**src/rtl/player_motion.sv**
```systemverilog
// ============================================================================
//  Module   : player_motion
//  Purpose  : Per-player motion engine. Samples the debounced controller bus
//             once per game tick. On each tick it advances the horizontal
//             position, the jump arc, the attack timer and the shield/crouch
//             state. Outputs are registered for the renderer.
//  Ports    : clk               - system clock
//             rst               - asynchronous active-high reset
//             controller_inputs - [1] down [2] right [3] up [4] left
//                                 [5] attack [6] shield ([0] unused)
//             player_x/player_y - current position (y grows downward)
//             facing            - 1 = right, 0 = left
//             action            - 0 IDLE 1 WALK 2 CROUCH 3 JUMP 4 ATTACK
//                                 5 SHIELD
//             move_tick         - one-cycle pulse, first cycle of new outputs
//  Options  : PLAYER_MOTION_AIR_CTRL_EN - when defined, horizontal input
//             steers the player while airborne. Otherwise the direction is
//             latched at takeoff.
//  Revision : 1.0 - initial release
// ============================================================================
`default_nettype none

module player_motion #(
    parameter int TICK_DIV     = 1666667,
    parameter int X_START      = 300,
    parameter int X_MIN        = 16,
    parameter int X_MAX        = 600,
    parameter int GROUND_Y     = 300,
    parameter int WALK_SPEED   = 2,
    parameter int JUMP_V       = 12,
    parameter int ATTACK_TICKS = 10
) (
    input  wire logic       clk,
    input  wire logic       rst,
    input  wire logic [6:0] controller_inputs,
    output logic      [9:0] player_x,
    output logic      [9:0] player_y,
    output logic            facing,
    output logic      [2:0] action,
    output logic            move_tick
);

    localparam int CNT_W = (TICK_DIV > 2) ? $clog2(TICK_DIV) : 1;
    localparam int ATK_W = (ATTACK_TICKS > 2) ? $clog2(ATTACK_TICKS) : 1;

    localparam logic [CNT_W-1:0] c_cnt_last  = CNT_W'(TICK_DIV - 1);
    localparam logic [ATK_W-1:0] c_atk_init  = ATK_W'(ATTACK_TICKS - 1);
    localparam logic [9:0]       c_x_start   = 10'(X_START);
    localparam logic [9:0]       c_x_min     = 10'(X_MIN);
    localparam logic [9:0]       c_x_max     = 10'(X_MAX);
    localparam logic [9:0]       c_left_lim  = 10'(X_MIN + WALK_SPEED);
    localparam logic [9:0]       c_right_lim = 10'(X_MAX - WALK_SPEED);
    localparam logic [9:0]       c_step      = 10'(WALK_SPEED);
    localparam logic [9:0]       c_ground    = 10'(GROUND_Y);
    localparam logic [9:0]       c_jump_v10  = 10'(JUMP_V);
    localparam logic signed [5:0] c_jump_v1  = 6'(JUMP_V - 1);

    typedef enum logic [2:0] {
        S_IDLE   = 3'd0,
        S_WALK   = 3'd1,
        S_CROUCH = 3'd2,
        S_JUMP   = 3'd3,
        S_ATTACK = 3'd4,
        S_SHIELD = 3'd5
    } state_t;

    // ------------------------------------------------------------------
    // Registers and next-state wires
    // ------------------------------------------------------------------
    logic [CNT_W-1:0]  r_cnt;
    logic              r_tick;
    state_t            r_state, w_state_nxt;
    logic [9:0]        r_x, w_x_nxt;
    logic [9:0]        r_y, w_y_nxt;
    logic signed [5:0] r_vy, w_vy_nxt;
    logic              r_facing, w_facing_nxt;
    logic [ATK_W-1:0]  r_atk_cnt, w_atk_cnt_nxt;
    logic              r_atk_prev;

`ifndef PLAYER_MOTION_AIR_CTRL_EN
    // Horizontal direction captured at takeoff and replayed every air tick.
    logic r_air_l, r_air_r, w_air_l_nxt, w_air_r_nxt;
`endif

    logic w_tick;
    logic w_down, w_right, w_up, w_left, w_atk, w_shd;
    logic w_dir_l, w_dir_r;
    logic [9:0] w_x_left, w_x_right, w_x_step;
    logic signed [10:0] w_ny;
    logic w_unused_bit0;

    assign w_tick        = (r_cnt == c_cnt_last);
    assign w_unused_bit0 = controller_inputs[0];
    assign w_down        = controller_inputs[1];
    assign w_right       = controller_inputs[2];
    assign w_up          = controller_inputs[3];
    assign w_left        = controller_inputs[4];
    assign w_atk         = controller_inputs[5];
    assign w_shd         = controller_inputs[6];

    // Opposing directions cancel; only an exclusive press counts as intent.
    assign w_dir_l = w_left & ~w_right;
    assign w_dir_r = w_right & ~w_left;

    // Clamped one-step positions. The comparisons run before the add/sub,
    // so the result can never wrap the 10-bit range.
    assign w_x_left  = (r_x < c_left_lim)  ? c_x_min : (r_x - c_step);
    assign w_x_right = (r_x > c_right_lim) ? c_x_max : (r_x + c_step);
    assign w_x_step  = w_dir_r ? w_x_right : (w_dir_l ? w_x_left : r_x);

    // Candidate y for the jump arc. Velocity is positive while rising.
    assign w_ny = $signed({1'b0, r_y}) - $signed({{5{r_vy[5]}}, r_vy});

    // ------------------------------------------------------------------
    // Tick divider and state register
    // ------------------------------------------------------------------
    always_ff @(posedge clk or posedge rst) begin
        if (rst) begin
            r_cnt      <= '0;
            r_tick     <= 1'b0;
            r_state    <= S_IDLE;
            r_x        <= c_x_start;
            r_y        <= c_ground;
            r_vy       <= '0;
            r_facing   <= 1'b1;
            r_atk_cnt  <= '0;
            r_atk_prev <= 1'b0;
        end else begin
            r_tick <= w_tick;
            if (w_tick) begin
                r_cnt      <= '0;
                r_state    <= w_state_nxt;
                r_x        <= w_x_nxt;
                r_y        <= w_y_nxt;
                r_vy       <= w_vy_nxt;
                r_facing   <= w_facing_nxt;
                r_atk_cnt  <= w_atk_cnt_nxt;
                r_atk_prev <= w_atk;
            end else begin
                r_cnt <= r_cnt + CNT_W'(1);
            end
        end
    end

`ifndef PLAYER_MOTION_AIR_CTRL_EN
    always_ff @(posedge clk or posedge rst) begin
        if (rst) begin
            r_air_l <= 1'b0;
            r_air_r <= 1'b0;
        end else if (w_tick) begin
            r_air_l <= w_air_l_nxt;
            r_air_r <= w_air_r_nxt;
        end
    end
`endif

    // ------------------------------------------------------------------
    // Next-state logic
    // ------------------------------------------------------------------
    always_comb begin
        w_state_nxt   = r_state;
        w_x_nxt       = r_x;
        w_y_nxt       = r_y;
        w_vy_nxt      = r_vy;
        w_facing_nxt  = r_facing;
        w_atk_cnt_nxt = r_atk_cnt;
`ifndef PLAYER_MOTION_AIR_CTRL_EN
        w_air_l_nxt   = r_air_l;
        w_air_r_nxt   = r_air_r;
`endif

        case (r_state)
            S_JUMP: begin
`ifdef PLAYER_MOTION_AIR_CTRL_EN
                w_x_nxt = w_x_step;
                if (w_dir_r | w_dir_l) begin
                    w_facing_nxt = w_dir_r;
                end
`else
                w_x_nxt = r_air_r ? w_x_right : (r_air_l ? w_x_left : r_x);
`endif
                if (w_ny >= $signed({1'b0, c_ground})) begin
                    // Landing tick: no re-jump even if up is still held.
                    w_y_nxt     = c_ground;
                    w_vy_nxt    = '0;
                    w_state_nxt = S_IDLE;
                end else begin
                    w_y_nxt  = w_ny[9:0];
                    w_vy_nxt = r_vy - 6'sd1;
                end
            end

            S_ATTACK: begin
                if (r_atk_cnt == '0) begin
                    w_state_nxt = S_IDLE;
                end else begin
                    w_atk_cnt_nxt = r_atk_cnt - ATK_W'(1);
                end
            end

            default: begin
                // Grounded: IDLE, WALK, CROUCH, SHIELD.
                if (w_dir_r | w_dir_l) begin
                    w_facing_nxt = w_dir_r;
                end
                if (w_up) begin
                    // The first rise step is applied on the takeoff tick.
                    w_state_nxt = S_JUMP;
                    w_x_nxt     = w_x_step;
                    w_y_nxt     = r_y - c_jump_v10;
                    w_vy_nxt    = c_jump_v1;
`ifndef PLAYER_MOTION_AIR_CTRL_EN
                    w_air_l_nxt = w_dir_l;
                    w_air_r_nxt = w_dir_r;
`endif
                end else if (w_atk && !r_atk_prev) begin
                    w_state_nxt   = S_ATTACK;
                    w_atk_cnt_nxt = c_atk_init;
                end else if (w_shd) begin
                    w_state_nxt = S_SHIELD;
                end else if (w_down) begin
                    w_state_nxt = S_CROUCH;
                end else if (w_dir_r | w_dir_l) begin
                    w_state_nxt = S_WALK;
                    w_x_nxt     = w_x_step;
                end else begin
                    w_state_nxt = S_IDLE;
                end
            end
        endcase
    end

    assign player_x  = r_x;
    assign player_y  = r_y;
    assign facing    = r_facing;
    assign action    = r_state;
    assign move_tick = r_tick;

endmodule

`default_nettype wire

```
**config.mk**
```make
export PLATFORM = sky130hd
export DESIGN_NAME = player_motion
export DESIGN_NICKNAME = d
export VERILOG_FILES = /design/src/rtl/player_motion.sv
export SDC_FILE = /design/constraint.sdc
export NUM_CORES = 1
export LEC_CHECK = 0
export BUFFER_PORTS_ARGS = -buffer_cell sky130_fd_sc_hd__buf_2
export CORE_MARGIN = 1
export CORE_UTILIZATION = 60
export CTS_BUF_LIST = sky130_fd_sc_hd__clkbuf_8
export DETAILED_ROUTE_END_ITERATION = 8
export MAX_ROUTING_LAYER = met4
export PLACE_DENSITY = 0.81
export SYNTH_ARGS = -nofsm -noshare
export SYNTH_HDL_FRONTEND = slang
export SYNTH_SLANG_ARGS = --single-unit
```
**constraint.sdc**
```tcl
create_clock -name clk -period 3.2 [get_ports clk]
set_input_delay 0.64 -clock clk [delete_from_list [all_inputs] [get_ports clk]]
set_output_delay 0.64 -clock clk [all_outputs]
set_load 0.03 [all_outputs]
```
==> metrics <==
status finished, violations left; violated checks design-rule violations; io pins 34; Reg clk slew, reported paths around 0.070 ns; flip-flop and latch area between 1000 and 1500 sq um; clock root cell clkbuf_8; critical-path cell list inv_1 > ha_1 > inv_1 > fa_1 > nand3_2 > a211oi_2 > or3_4 > a2111oi_2 > a311oi_2 > buf_4 > nand2b_4 > o41ai_2; crit share post-route a little over nine tenths; hold_sp r_cnt[0]; post-DP HPWL about 6.3 mm; Worst-Skew Late Latency approximately 0.34 ns; final hold slack around 0.47 ns; Setup crit start kind flop; Post-CTS Hold Buffers 0; commonest non-fill, non-tap cell in the layout dfrtp_1; FF-to-FF Start player_y[0]; Post-synth EDFFs 0; final hold violation count 0; FFs w/ async S/R, synth between 90% and 100%; worst-case clock buffer depth 2; area grow syn2layout 11.7%; final core occ between 60% and 70%; leading area contributor after synthesis dfrtp_1; P_leak around 2.1 nW; register bit total from synthesis 59; worst-case vdd ir drop 0.342 mV; Die W 83.8 um; Tightest Hold Check Type flop to flop; RSZ-0062 raised after global routing no; Ys Warns 0; final setup TNS 0 ns; relative slew slack around half; worst stage delay on the critical path roughly 0.44 ns; Pre-antenna DRT Iters 7; Synth area leaders dfrtp_1 (31%), ha_1 (5.9%), dfstp_2 (5.9%); Area after DPL between 4000 and 5000 sq um; CTS tree built; Top FF cell, synth dfrtp_1; # rows 29; total CTS buffers 9; critical path data arrival time approximately 3.3 ns; initial drt markers ~290; total power 1.57 mW; design area 4490 sq um; Synth Instances ~450; Port Buf Inserts 32; Critical Path Start player_y[0]; Syn Std Cell Area 4020 sq um; sequential area share after synthesis between 30% and 40%; Slew @ Worst Pin 0.749 ns; Setup Skew 0.00682 ns; WP data required between 3 and 4 ns; die area 7030 sq um; worst setup margin about 0.19 ns; WL final 8.94 mm; Residual DRC 10; Power Density 351 nW/um^2; routability cong. around 0.92; maximum net fanout on the critical path 14; antenna violation net count after detailed routing 0; CP endpoint kind flop; syn_nets about 480; DIE HEIGHT 83.8 um; via/cell ratio 6.31; Final min period around 3 ns; multi-input logic area approximately 2400 sq um; Starting Density a little over three fifths; H-tree levels 3; GRT Total Usage around 28%; Clock Sinks between 50 and 60; syn_area_per_cell a little under 9 sq um; layout cell share with drive strength beyond 1 18.3%; WL/cell ~16 um; Remaining Overflow, GRT 0; most frequent cells in the layout dfrtp_1 (50), nor2_1 (40), nand2_1 (39); post-route insts no fill roughly 570; number of global-route vias before repair 3298; Slowest-stage cell, CP fa_1; Final Max Tran Viols 0; nets a little over 500; Core Box Area ~6400 sq um; dpl ws ~0.16 ns; initial antenna violation count 0; Synth cell types 75; post-synth top area share a little over 30%; vias ~3600; first-pass GRT wire length 15.2 mm; placed cell count approximately 550; Inserted Diodes 0; maxcap violations 0; crit path kind flop to flop; CP most frequent cell inv_1; final setup fails 0; largest net degree at the start of global routing 60; Max Freq between 300 and 400 MHz; Fill cells 505
## cells in the mapped netlist (3+ instances only)
| library cell | number |
|---|---|
| and4_1 | 3 |
| nand2b_1 | 6 |
| nand2_1 | 39 |
| dfrtp_1 | 50 |
| o31ai_1 | 9 |
| a31oi_1 | 3 |
| o211ai_1 | 3 |
| and3_1 | 4 |
| a21o_1 | 5 |
| and4b_1 | 3 |
| a22oi_1 | 5 |
| nand3_1 | 13 |
| buf_2 | 6 |
| ha_1 | 19 |
| o21bai_1 | 3 |
| o21ai_0 | 27 |
| or2_2 | 3 |
| a21oi_1 | 26 |
| o21a_1 | 6 |
| xnor2_1 | 9 |
| nor3b_1 | 3 |
| xor2_1 | 13 |
| dfstp_2 | 9 |
| nor4_1 | 4 |
| nor3_1 | 16 |
| nor2_1 | 40 |
| mux2_2 | 3 |
| or3_1 | 15 |
| a211oi_1 | 3 |
| nand4_1 | 5 |
| clkbuf_1 | 7 |
| o22ai_1 | 4 |
| o22a_1 | 3 |
| a211o_1 | 3 |
| nor2b_1 | 7 |
| inv_1 | 21 |
| and2_1 | 3 |
## path summary, 6_finish.rpt
| check | end | slack, ns | cells past startpoint |
|---|---|---|---|
| setup / recovery | r_vy[5] | 0.19 | 12 |
| hold / removal | r_cnt[0] | 0.47 | 1 |
| setup reg to reg | r_vy[5] | 0.19 | 12 |
| hold reg to reg | r_cnt[0] | 0.47 | 1 |
| max in group asynchronous | player_y[9] | 2.20 | 3 |
| min in group asynchronous | player_x[6] | 0.49 | 3 |
## registers in the layout, summed over array words and instances, names as in the netlist
signal      cells
action          3
facing          1
move_tick       1
player_x       10
player_y       10
r_air_l         1
r_air_r         1
r_atk_cnt       4
r_atk_prev      1
r_cnt          21
r_vy            6
## cell type report
class,count,share of cell area (%)
Clock buffer,9,2.76
Clock inverter,7,2.06
Inverter,22,1.87
Multi-Input combinational cell,354,53.1
Sequential cell,59,33.1
Tap cell,77,2.15
Timing Repair Buffer,40,4.91
## report_power, final
group / internal, mW / switching [mW] / total (mW)
sequential: 0.751 / 0.00428 / 0.755
clock: 0.436 / 0.309 / 0.745
combinational: 0.0249 / 0.0494 / 0.0743
total: 1.21 / 0.363 / 1.57
## timing repair
| action | CTS | global route |
|---|---|---|
| resized for setup | 0 | 1 |
| setup endpoints to repair | 0 | 3 |
| hold endpoints to repair | 0 | 0 |
| setup buffers | 0 | 0 |
## layer usage
metal | share of wire, % | track usage [%] | vias up
met4 | 1.4 | 7.37 | 0
met1 | 47 | 37.1 | 1724
li1 | - | - | 1732
met2 | 47 | 43.4 | 115
met5 | 0 | - | -
met3 | 5.0 | 6.63 | 14
## worst max-delay path, delay by kind of cell (launching register included)
family	cells	cell delay, ns
buf+inv	3	0.33
compound gates	4	0.87
fa+ha+maj	2	0.59
simple gates	3	0.72
flops	1	0.39
## kinds of logic (layout without fill, tap and decap cells)
family,Yosys count,in the layout,share of synthesized area (%)
buffers and inverters,36,78,3.77
xor gates and xnor gates,22,22,4.79
AOI/OAI and AO/OA,129,129,22.6
muxes,6,6,1.84
and+or+nand+nor,177,177,23.5
adders and majority gates,20,20,6.41
DFF,59,59,37.0
(Power assumes the default switching activity.)
